<file path="src/rtl/frogger_round_ctrl.sv">
// Frogger round/lives sequencer: BCD round timer, lives and homes counters, phase flags for HUD and sprites.
// Define FROGGER_PAUSE_EN to add the pause_i input and paused_o output.
module frogger_round_ctrl #(
  parameter int ROUND_SECONDS  = 30,
  parameter int FRAMES_PER_SEC = 60,
  parameter int START_LIVES    = 3,
  parameter int DEATH_FRAMES   = 60,
  parameter int HOMES          = 5
) (
  input  logic       clk_i,
  input  logic       reset_i,
  input  logic       frame_clk_i,
  input  logic       game_start_i,
  input  logic       frog_hit_i,
  input  logic       frog_home_i,
`ifdef FROGGER_PAUSE_EN
  input  logic       pause_i,
  output logic       paused_o,
`endif
  output logic [3:0] tens_digit_o,
  output logic [3:0] ones_digit_o,
  output logic [2:0] lives_o,
  output logic [2:0] homes_filled_o,
  output logic       playing_o,
  output logic       frog_freeze_o,
  output logic       respawn_o,
  output logic       game_over_o,
  output logic       game_won_o
);

  localparam int PW = (FRAMES_PER_SEC > 1) ? $clog2(FRAMES_PER_SEC) : 1;
  localparam int DW = (DEATH_FRAMES > 1) ? $clog2(DEATH_FRAMES) : 1;
  localparam logic [3:0]    TENS_INIT  = 4'(ROUND_SECONDS / 10);
  localparam logic [3:0]    ONES_INIT  = 4'(ROUND_SECONDS % 10);
  localparam logic [2:0]    LIVES_INIT = 3'(START_LIVES);
  localparam logic [2:0]    HOMES_WIN  = 3'(HOMES);
  localparam logic [PW-1:0] PRESC_LAST = PW'(FRAMES_PER_SEC - 1);
  localparam logic [DW-1:0] DEATH_LAST = DW'(DEATH_FRAMES - 1);

  typedef enum logic [2:0] {
    S_IDLE, S_LOAD, S_PLAY, S_DYING, S_HOME, S_GAMEOVER, S_WIN
  } state_e;

  state_e        state_q, state_d;
  logic [2:0]    sync_q;
  logic          tick_q;
  logic [3:0]    tens_q, tens_d, ones_q, ones_d;
  logic [PW-1:0] presc_q, presc_d;
  logic [DW-1:0] death_q, death_d;
  logic [2:0]    lives_q, lives_d, homes_q, homes_d;
  logic          pause_act;
  logic          timeout;

`ifdef FROGGER_PAUSE_EN
  logic paused_q;
  assign pause_act = (state_q == S_PLAY) && pause_i;
  assign paused_o  = paused_q;

  always_ff @(posedge clk_i) begin
    if (reset_i) paused_q <= 1'b0;
    else         paused_q <= pause_act && !game_start_i;
  end
`else
  assign pause_act = 1'b0;
`endif

  // sync_q[0..1] is the two-flop synchroniser, sync_q[2] the edge-detect history.
  always_ff @(posedge clk_i) begin
    if (reset_i) begin
      sync_q <= '0;
      tick_q <= 1'b0;
    end else begin
      sync_q <= {sync_q[1:0], frame_clk_i};
      tick_q <= sync_q[1] & ~sync_q[2];
    end
  end

  always_ff @(posedge clk_i) begin
    if (reset_i) begin
      state_q <= S_IDLE;
      tens_q  <= TENS_INIT;
      ones_q  <= ONES_INIT;
      presc_q <= '0;
      death_q <= '0;
      lives_q <= LIVES_INIT;
      homes_q <= '0;
    end else begin
      state_q <= state_d;
      tens_q  <= tens_d;
      ones_q  <= ones_d;
      presc_q <= presc_d;
      death_q <= death_d;
      lives_q <= lives_d;
      homes_q <= homes_d;
    end
  end

  always_comb begin
    state_d = state_q;
    tens_d  = tens_q;
    ones_d  = ones_q;
    presc_d = presc_q;
    death_d = death_q;
    lives_d = lives_q;
    homes_d = homes_q;
    timeout = 1'b0;

    if (game_start_i) begin
      state_d = S_LOAD;
      lives_d = LIVES_INIT;
      homes_d = '0;
    end else begin
      case (state_q)
        S_LOAD: state_d = S_PLAY;
        S_PLAY: begin
          if (!pause_act) begin
            if (tick_q) begin
              if (presc_q == PRESC_LAST) begin
                presc_d = '0;
                if (ones_q != 4'd0) begin
                  ones_d  = ones_q - 4'd1;
                  timeout = (tens_q == 4'd0) && (ones_q == 4'd1);
                end else if (tens_q != 4'd0) begin
                  ones_d = 4'd9;
                  tens_d = tens_q - 4'd1;
                end
              end else begin
                presc_d = presc_q + PW'(1);
              end
            end
            if (frog_home_i) begin
              state_d = S_HOME;
              homes_d = homes_q + 3'd1;
            end else if (frog_hit_i || timeout) begin
              state_d = S_DYING;
              death_d = '0;
            end
          end
        end
        S_DYING: begin
          if (tick_q) begin
            if (death_q == DEATH_LAST) begin
              death_d = '0;
              if (lives_q != 3'd0) lives_d = lives_q - 3'd1;
              state_d = (lives_q <= 3'd1) ? S_GAMEOVER : S_LOAD;
            end else begin
              death_d = death_q + DW'(1);
            end
          end
        end
        S_HOME:  state_d = (homes_q == HOMES_WIN) ? S_WIN : S_LOAD;
        default: state_d = state_q;
      endcase
    end

    // Every entry into LOAD starts a fresh round timer.
    if (state_d == S_LOAD) begin
      tens_d  = TENS_INIT;
      ones_d  = ONES_INIT;
      presc_d = '0;
    end
  end

  assign tens_digit_o   = tens_q;
  assign ones_digit_o   = ones_q;
  assign lives_o        = lives_q;
  assign homes_filled_o = homes_q;
  assign playing_o      = (state_q == S_PLAY);
  assign frog_freeze_o  = (state_q == S_DYING);
  assign respawn_o      = (state_q == S_LOAD);
  assign game_over_o    = (state_q == S_GAMEOVER);
  assign game_won_o     = (state_q == S_WIN);

endmodule

</file>
<file path="config.mk">
export PLATFORM = sky130hd
export DESIGN_NAME = frogger_round_ctrl
export DESIGN_NICKNAME = d
export VERILOG_FILES = /design/src/rtl/frogger_round_ctrl.sv
export SDC_FILE = /design/constraint.sdc
export NUM_CORES = 1
export LEC_CHECK = 0
export ABC_AREA = 1
export BUFFER_PORTS_ARGS = -buffer_cell sky130_fd_sc_hd__buf_2
export CAP_MARGIN = 20
export CORE_UTILIZATION = 38
export CTS_CLUSTER_SIZE = 24
export DETAILED_ROUTE_END_ITERATION = 7
export GPL_ROUTABILITY_DRIVEN = 0
export PLACE_DENSITY = 0.65
export SLEW_MARGIN = 5
export SYNTH_ARGS = -nofsm -noshare
export SYNTH_HDL_FRONTEND = slang
export SYNTH_SLANG_ARGS = --single-unit
</file>
<file path="constraint.sdc">
create_clock -name clk_i -period 2.9 [get_ports clk_i]
set_clock_uncertainty 0.1 [all_clocks]
set_input_delay 0.145 -clock clk_i [delete_from_list [all_inputs] [get_ports clk_i]]
set_output_delay 0.145 -clock clk_i [all_outputs]
set_load 0.05 [all_outputs]
</file>
Yosys cells after proc, flatten, opt, wreduce, memory -nomap -nowiden

Index checks and enable logic that the tools add are counted.

$add $sub $neg: 6
Magnitude comparators: 1
Eq/ne operators: 14
Muxes and demuxes: 21
Bitwise logic cells: 4
Reductions and logical operators: 16

Operators by type and width:

| kind                | count |
|---|---|
| $mux 6              | 5 |
| $mux 3              | 7 |
| $add 6x1->6 const B | 2 |
| $eq 3x3->1 const B  | 4 |
| $eq 6x6->1 const B  | 2 |
| $pmux 3 s4          | 1 |
| $pmux 6 s2          | 1 |
| $reduce_and 5->1    | 2 |
| $mux 4              | 2 |
| $reduce_bool 4->1   | 2 |
| $sub 4x1->4 const B | 2 |
| $eq 3x1->1 const B  | 2 |
| $eq 3x2->1 const B  | 2 |
| $reduce_and 6->1    | 1 |
| $mux 1              | 5 |
| $eq 4x1->1 const B  | 1 |
| $logic_not 4->1     | 1 |
| $ne 2x1->1 const B  | 2 |
| $reduce_and 4->1    | 1 |
| $reduce_bool 2->1   | 2 |
| $reduce_or 2->1     | 2 |
| $add 3x1->3 const B | 1 |
| $le 3x1->1 const B  | 1 |
| $not 1->1           | 3 |
| 8 further kinds     | 8 |

Bits in registers: 33

Depth between registers and ports, before layout

Gate-level depths: netlist of run 1.

Depth in word-level cells: 14
Mapped depth: 15
Gate-level depth less buffers: 14

Worst setup path after synthesis of run 1

OpenSTA, ideal clock, no wires.

Path type: reg-to-reg
From: register homes_q[1] (netlist: homes_filled_o[1])
To: register presc_q[4]
Setup time: 0.119 ns
Arrival time: 1.732 ns
Data required time: 2.681 ns
Path slack: 0.950 ns
Stages on the path, launching flop included: 16
Cell sequence: dfxtp_1 inv_1 ha_1 nand2_1 inv_1 nand3_1 nand2_2 nor2_1 nand2_1 nand2_1 nand2_1 inv_1 nand2_2 nand2_4 buf_12 nor2_2

Cells in the longest elaborated chain, start to end: 6

RTL lines:

| element                          | RTL line | text |
|---|---|---|
| start: declaration               | 50       | `logic [2:0] lives_q, lives_d, homes_q, homes_d;` |
| start signal: assignment         | 94       | `homes_q <= homes_d;` |
| $eq 3x3->1                       | 151      | `S_HOME: state_d = (homes_q == HOMES_WIN) ? S_WIN : S_LOAD;` |
| $mux 3                           | 151      |  |
| $pmux 3 s4                       | 113      | `case (state_q)` |
| $mux 3                           | 108      | `if (game_start_i) begin` |
| $eq 3x1->1                       | 157      | `if (state_d == S_LOAD) begin` |
| $reduce_or 2->1 (no source line) | --       |  |
| end signal: assignment           | 91       | `presc_q <= presc_d;` |
| end: declaration                 | 48       | `logic [PW-1:0] presc_q, presc_d;` |

Every way passes these cells.
A chain may end at the register's enable or synchronous reset.

Final worst setup path of run 1

From: register death_q[0]
To: register ones_q[0] (netlist: ones_digit_o[0])

Cells in the longest elaborated chain, start to end: 7

RTL lines:

| element                          | RTL line | text |
|---|---|---|
| start: declaration               | 49       | `logic [DW-1:0] death_q, death_d;` |
| start signal: assignment         | 92       | `death_q <= death_d;` |
| $eq 6x6->1                       | 142      | `if (death_q == DEATH_LAST) begin` |
| $mux 3                           | 142      |  |
| $mux 3                           | 141      | `if (tick_q) begin` |
| $pmux 3 s4                       | 113      |  |
| $mux 3                           | 108      |  |
| $eq 3x1->1                       | 157      |  |
| $reduce_or 2->1 (no source line) | --       |  |
| end signal: assignment           | 90       | `ones_q <= ones_d;` |
| end: declaration                 | 47       | `logic [3:0] tens_q, tens_d, ones_q, ones_d;` |

Every way passes these cells.

==> impl_metrics.tcl, run 1 <==
set metrics [dict create \
    grt_setup_unrepaired "false" \
    r2r_slack_ns 0.97 \
    critPathMaxStageDelay_ns 0.39 \
    cpMostUsedCell "nor2_1" \
    hold-worst-slack_ns 0.0541 \
    clockBufferDepth 2 \
    clockRootBuffer "clkbuf_8" \
    fmax_mhz 519 \
    path_clk_slew_ns 0.07 \
    path_max_fanout 12 \
    slew-limit-headroom_pct 73.4 \
    syn_nets 297 \
    layout-drive-gt1-share_pct 18.3 \
    path_cells "ha_1 -> nand3_1 -> nor2_4 -> nor2_1 -> nor2_1 -> nand3_1 -> nand2_1 -> nand2_1 -> inv_1 -> nand2_2 -> nand2_4 -> nor2_1" \
    power_leakage_uw 0.00104 \
    synth_edf_count 0 \
    switchingPower_uw 243 \
    syn_area_um2 1920 \
    worstSetupPathType "reg2reg" \
    clock_sinks 33 \
    start_util_pct 40.1 \
    worstMarginPinSlew_ns 0.398 \
    drt-total-wl_um 3740 \
    vias_per_cell 4.61 \
    dr.pass1.iters 5 \
    die_h_um 73.1 \
    grt_pass1_wl_um 6270 \
    first_global_vias 1533 \
    cp_top_family "simple AND/OR/NAND/NOR gates" \
    maxSlewViolCount 0 \
    hp-class "in2reg" \
    fillerInstances 514 \
    grt_start_max_net_pins 13 \
    antenna_found_initial 0 \
    status "completed" \
    combinationalPowerShare_pct 9.2 \
    min_period_ns 1.93 \
    p_sw_share_pct 24.1 \
    powerDensity_nw_per_um2 456 \
    area_delta_synth_final_pct 15.4 \
    cp-start-kind "register" \
    yosys_warnings 0 \
    synth_common_cells "49 x inv_1, 45 x nand2_1, 43 x nor2_1, 33 x dfxtp_1, 24 x nand3_1" \
    htree_levels 2 \
    io_buffers 24 \
    avgSynthCellArea_um2 6.81 \
    cts_tree "done" \
    final_nets 326 \
    numCtsBuffers 5 \
    dominantRegCellSynth "dfxtp_1" \
    ir_drop_mv 0.290 \
    track_usage_pct 15.4 \
    pwr-share-seq_pct 46.4 \
    setup-tns-final_ns 0 \
    std_cell_rows 25 \
    synth-seq-cells 33 \
    ys_async_sr_fraction_pct 0 \
    internal_power_uw 766 \
    ant_nets 0 \
    finalSetupViolations 0 \
    hpwlAfterDp_um 2800 \
    synthTopCellsByArea "dfxtp_1 34%, inv_1 9.6%, nand2_1 8.8%" \
    finalCritPeriodShare_pct 66.4 \
    dieWidth_um 73.1 \
    ys_seq_area_share_pct 34.4 \
    netlist_instances 282 \
    cp_num_buf_inv 1 \
    synth_top_area_share_pct 34.4 \
    worstPathArrival_ns 2.00 \
    clkPwrFrac_pct 44.3 \
    crit_required_ns 2.97 \
    die-area_um2 5340 \
    post-synth-top-count-cell "inv_1" \
    yosysTopAreaCell "dfxtp_1" \
    hold_viol 0 \
    diodes 0 \
    io_pins 25 \
    post_synth_num_cell_types 27 \
    end_kind "register" \
    drt_iter0_drc 72 \
    drcViolationCount 0 \
    core_um2 4790 \
    overflow 0 \
    num_vias 1749 \
    routedWlPerCell_um 9.87 \
    cp_slowest_cell "dfxtp_1" \
    cts_resized 0 \
    worstSkewPairLatency_ns 0.29 \
    cap_violations 0 \
]
## metrics by stage
stage	instance area (µm²)	power, µW	util [%]	instances	worst slack, ns
detailed placement	2090	571	43.6	370	1.00
global placement	2090	571	43.6	370	1.01
floorplan	1920	559	-	282	0.950
CTS	2210	1020	46.3	379	0.964
finish	2210	1010	46.3	379	0.975
global route	2210	1050	46.3	379	0.797
## final timing paths
kind	from	endpoint	depth (start not counted)
hold / removal	reset_i	death_q[4]	2
setup reg to reg	death_q[0]	ones_digit_o[0]	12
setup / recovery	death_q[0]	ones_digit_o[0]	12
hold reg to reg	sync_q[2]	tick_q	1
## per-layer routing
metal	share of wire (%)	GRT usage (%)	up-vias
li1	-	-	935
met1	47	18.1	767
met2	48	25.6	40
met3	3.6	4.42	7
met4	1.4	7.41	0
met5	0	0	-
## cell usage in the layout, fill, tap and decap left out, types with 4 or more instances in the layout
cell	count
a21oi_1	14
buf_2	24
clkbuf_8	6
dfxtp_1	33
ha_1	9
inv_1	49
inv_2	5
nand2_1	45
nand2_2	4
nand3_1	24
nor2_1	43
nor2_2	10
nor3_1	6
o21ai_0	16
## timing repair
action / in CTS / in global routing
hold endpoints to repair: 1 / 0
buffers inserted: 0 / 0
hold buffers: 1 / 0
## cell families (layout without fill, tap and decap cells)
logic type	Yosys count	count (layout)	synth area share (%)
AO/OA/AOI/OAI	35	35	9.52
buffers and inverters	57	87	12.4
XOR/XNOR	4	4	1.83
adder cells (fa/ha/maj)	9	9	5.87
flip-flops	33	33	34.4
AND/OR/NAND/NOR	144	144	36.0
## registers in the layout, summed over array words and instances, names as in the netlist
name	count
death_q	6
homes_filled_o	3
lives_o	3
ones_digit_o	4
presc_q	6
state_q	3
sync_q	3
tens_digit_o	4
tick_q	1
## cell type report
cell class / instances / area [µm²] / share of cell area [%]
clock buffers: 7 / 86.3 / 3.90
clock inverters: 1 / 30.0 / 1.36
inverters: 54 / 203 / 9.15
multi-input cells: 192 / 1020 / 46.1
flip-flops and latches: 33 / 661 / 29.8
well taps: 67 / 83.8 / 3.79
repair buffers: 25 / 130 / 5.88
## power by group through the flow
stage | sequential, µW | clock, µW | combinational (µW)
after detailed placement | 479 | 0 | 92.8
after global placement | 478 | 0 | 92.2
after CTS | 468 | 462 | 94.4
after global routing | 469 | 479 | 104
final | 469 | 447 | 93.2
after floorplan | 476 | 0 | 82.7
No activity file was read; power rests on OpenSTA's default activity.
==> run 2: changes to the inputs <==
- clock period: 2.9 -> 1.8 ns (I/O delays scaled with it)
==> impl_metrics.tcl, run 2 (synthesis results as in run 1) <==
set metrics [dict create \
    status "complete, but fails checks" \
    violations "negative hold slack" \
    hp-class "in2reg" \
    ant_nets 0 \
    combinationalPowerShare_pct 12.1 \
    grt_pass1_wl_um 6460 \
    hold_viol 1 \
    globalRouteMet1Util_pct 19.9 \
    maxSlewViolCount 0 \
    pwr-share-seq_pct 50.6 \
    crit_required_ns 1.88 \
    htree_levels 2 \
    dp.cells 377 \
    ir_drop_mv 0.407 \
    core_um2 4790 \
    drt-total-wl_um 3960 \
    cts_tree "done" \
    utilization_pct 49.2 \
    largestRegisters "death_q x6, presc_q x6" \
    start_util_pct 40.1 \
    fmax_mhz 602 \
    die_h_um 73.1 \
    drcViolationCount 0 \
    hold-worst-slack_ns -0.00100 \
    io_buffers 24 \
    worstMarginPinSlew_ns 0.444 \
    rr_worst_depth 11 \
    diodes 0 \
    clockRootBuffer "clkbuf_8" \
    path_max_fanout 6 \
    holdPathStages 2 \
    powerDensity_nw_per_um2 635 \
    p_sw_share_pct 26.4 \
    overflow 0 \
    routedWlPerCell_um 10.2 \
    fin_ws_ns 0.139 \
    cap_violations 0 \
    met3_usage_pct 3.73 \
    mostFrequentLayoutCells "48 x inv_1, 44 x nand2_1, 41 x nor2_1" \
    switchingPower_uw 393 \
    stdcell_count 388 \
    finalCritPeriodShare_pct 92.3 \
    first_global_vias 1495 \
    worstPathArrival_ns 1.74 \
    std_cell_rows 25 \
    antenna_found_initial 0 \
    path_clk_slew_ns 0.06 \
    grt_setup_unrepaired "true" \
    min_period_ns 1.66 \
    clockBufferDepth 2 \
    power_leakage_uw 0.00108 \
    clkPwrFrac_pct 37.3 \
    worstSkewPairLatency_ns 0.28 \
    fillerInstances 492 \
    worstSetupPathType "reg2reg" \
    num_vias 1757 \
    grt_start_max_net_pins 13 \
    final_nets 336 \
    dr.pass1.iters 4 \
    internal_power_uw 1100 \
    fin_area_um2 2350 \
    hpwlAfterDp_um 2940 \
    io_pins 25 \
    die-area_um2 5340 \
    track_usage_pct 16.2 \
    pre_cts_slack_ns 0.0295 \
    clock_sinks 33 \
    layout-drive-gt1-share_pct 27.1 \
    numCtsBuffers 5 \
    met2_usage_pct 26.2 \
    dieWidth_um 73.1 \
    area_delta_synth_final_pct 22.6 \
    place_area_um2 2150 \
    slew-limit-headroom_pct 70.4 \
    finalSetupViolations 0 \
    busiest_layer "met2" \
    mostFrequentLayoutCell "inv_1" \
    cp-start-kind "register" \
    drt_iter0_drc 67 \
    end_kind "register" \
    vias_per_cell 4.53 \
]
run 2: worst paths after layout:
kind	slack, ns	startpoint	to
worst max-delay path	0.14	tens_digit_o[0]	ones_digit_o[0]
worst min-delay path	-0.001	reset_i	death_q[5]
worst max register to register	0.14	tens_digit_o[0]	ones_digit_o[0]
worst min register to register	0.29	sync_q[2]	tick_q
run 2: layout make-up:
cell class                      count  area, µm²  area share, %
Clock buffer                        7       86.3           3.67
Tap cell                           67       83.8           3.56
Sequential cell                    33        676           28.7
Timing Repair Buffer               34        198           8.40
Inverter                           54        203           8.62
Multi-Input combinational cell    193       1110           47.0
run 2: metal layers:
metal,routed length (µm),vias up
li1,-,955
met1,1840,766
met2,1910,30
met3,124,6
met4,85,0
met5,0,-
run 2: timing repair:
action	4_1_cts	5_1_grt
gates resized for setup	0	24
setup buffers	0	2
hold buffers	1	0
endpoints found under the hold margin	1	0
endpoints found under the setup margin	0	18
run 2: stage by stage:
step | setup TNS [ns] | power [µW]
detailed placement | 0 | 922
global placement | 0 | 921
finish | 0 | 1490
global route | -0.00180 | 1570
CTS | 0 | 1480
floorplan | 0 | 900
run 2: power groups by stage:
stage / clock network [µW] / logic [µW] / registers (µW)
CTS: 577 / 153 / 755
floorplan: 0 / 133 / 767
detailed placement: 0 / 151 / 771
global placement: 0 / 150 / 771
global route: 616 / 198 / 757
finish: 556 / 181 / 756
run 2: worst max-delay path, cell delays in order (launching register included):
cell,delay [ns]
dfxtp_4,0.36
inv_1,0.08
ha_1,0.16
nand2_2,0.08
nor2_1,0.15
nand3_2,0.11
nand3_1,0.09
nand2_1,0.07
nand3_2,0.10
nand2_4,0.11
nand2_8,0.11
nor2_1,0.05
==> run 3: changes to the inputs <==
- BUFFER_PORTS_ARGS: -buffer_cell sky130_fd_sc_hd__buf_2 -> -buffer_cell sky130_fd_sc_hd__buf_4
- CTS_CLUSTER_DIAMETER: not set -> 50
- SKIP_LAST_GASP: not set -> 1
==> impl_metrics.tcl, run 3 (synthesis results as in run 1) <==
set metrics [dict create \
    status "completed" \
    antenna_found_initial 0 \
    routedWlPerCell_um 10.3 \
    cp-start-kind "register" \
    die_h_um 73.1 \
    num_vias 1809 \
    std_cell_rows 25 \
    end_kind "register" \
    grt_start_max_net_pins 13 \
    first_global_vias 1599 \
    drcViolationCount 0 \
    clockRootBuffer "clkbuf_8" \
    place_area_um2 2210 \
    io_pins 25 \
    crit_required_ns 1.88 \
    clock_sinks 33 \
    hpwlAfterDp_um 2910 \
    mostFrequentLayoutCells "48 x inv_1, 44 x nand2_1, 40 x nor2_1" \
    fin_area_um2 2480 \
    hold-worst-slack_ns 0.0467 \
    cap_violations 0 \
    busiest_layer "met2" \
    numCtsBuffers 5 \
    htree_levels 2 \
    power_leakage_uw 0.00113 \
    io_buffers 24 \
    layout-drive-gt1-share_pct 26.9 \
    grt_setup_unrepaired "true" \
    worstSkewPairLatency_ns 0.29 \
    dr.pass1.iters 4 \
    diodes 0 \
    min_period_ns 1.69 \
    hold_viol 0 \
    powerDensity_nw_per_um2 636 \
    slew-limit-headroom_pct 70.8 \
    ir_drop_mv 0.413 \
    overflow 0 \
    clockBufferDepth 2 \
    area_delta_synth_final_pct 29.1 \
    ant_nets 0 \
    mostFrequentLayoutCell "inv_1" \
    met3_usage_pct 5.52 \
    final_nets 341 \
    largestRegisters "death_q x6, presc_q x6" \
    worstMarginPinSlew_ns 0.438 \
    core_um2 4790 \
    drt_iter0_drc 114 \
    globalRouteMet1Util_pct 18.2 \
    die-area_um2 5340 \
    met2_usage_pct 28.8 \
    fmax_mhz 593 \
    finalCritPeriodShare_pct 93.6 \
    pre_cts_slack_ns 0.00265 \
    path_max_fanout 6 \
    worstSetupPathType "reg2reg" \
    dieWidth_um 73.1 \
    track_usage_pct 16.1 \
    power_uw 1580 \
    vias_per_cell 4.59 \
    worstPathArrival_ns 1.77 \
    setup-tns-final_ns 0 \
    maxSlewViolCount 0 \
    start_util_pct 40.1 \
    hp-class "in2reg" \
    path_clk_slew_ns 0.07 \
    drt-total-wl_um 4050 \
    grt_pass1_wl_um 6600 \
    fin_ws_ns 0.115 \
    cts_tree "done" \
    finalSetupViolations 0 \
]
run 3: cell types whose count changed in the layout (fill, tap and decap cells not counted), moves of 2 or more:
cell,previous run,this run
dlygate4sd3_1,1,3
nand3_2,4,1
nor2_4,3,5
dfxtp_4,1,3
o21ai_1,4,2
dfxtp_2,9,6
buf_4,9,36
nand3_1,20,22
buf_2,24,0
o21ai_0,14,16
run 3: through the flow:
step,util [%],std cells
global placement,46.3,378
global route,51.8,394
detailed placement,46.3,378
finish,51.8,394
floorplan,-,282
CTS,49.2,389
run 3: critical path: stages (launching register included):
cell and delay, ns:
dfxtp_4 0.37, ha_4 0.16, nand3_4 0.08, nor2_4 0.15, nor2_2 0.05, nor2_1 0.10
nand3_1 0.08, nand2_1 0.09, nand2_1 0.07, inv_2 0.06, nand2_4 0.10, nand2_8 0.12
nor2_1 0.05
run 3: path summary, 6_finish.rpt:
check	cells after the start	to	slack [ns]	start
worst min register to register	1	tick_q	0.30	sync_q[2]
worst min-delay path	3	lives_o[0]	0.05	game_start_i
worst max register to register	12	ones_digit_o[0]	0.11	death_q[1]
worst max-delay path	12	ones_digit_o[0]	0.11	death_q[1]
run 3: area by class of cell:
type	count	area (µm²)
Fill cell	491	2310
Multi-Input combinational cell	193	1110
Sequential cell	33	679
Timing Repair Buffer	39	300
Inverter	54	203
Clock buffer	7	96.3
Tap cell	67	83.8
Clock inverter	1	5.00
run 3: report_power, final:
part / leakage, µW / internal, µW / switching (µW)
logic: 0.000806 / 66.8 / 131
registers: 0.000269 / 738 / 14.9
clock network: 0.0000542 / 346 / 280
total: 0.00113 / 1150 / 426
run 3: per-layer routing:
layer	share of wire [%]	wire, µm	vias up
met3	3.6	144	6
met4	1.4	57	0
li1	-	-	970
met5	0	0	-
met1	45	1830	805
met2	50	2020	28
run 3: timing repair:
item | CTS | global route
hold endpoints to repair | 8 | 0
gates resized for setup | 2 | 21
pin swaps | 0 | 8
cloned | 0 | 1
hold buffers | 3 | 0
setup endpoints to repair | 7 | 17
buffers inserted | 0 | 4
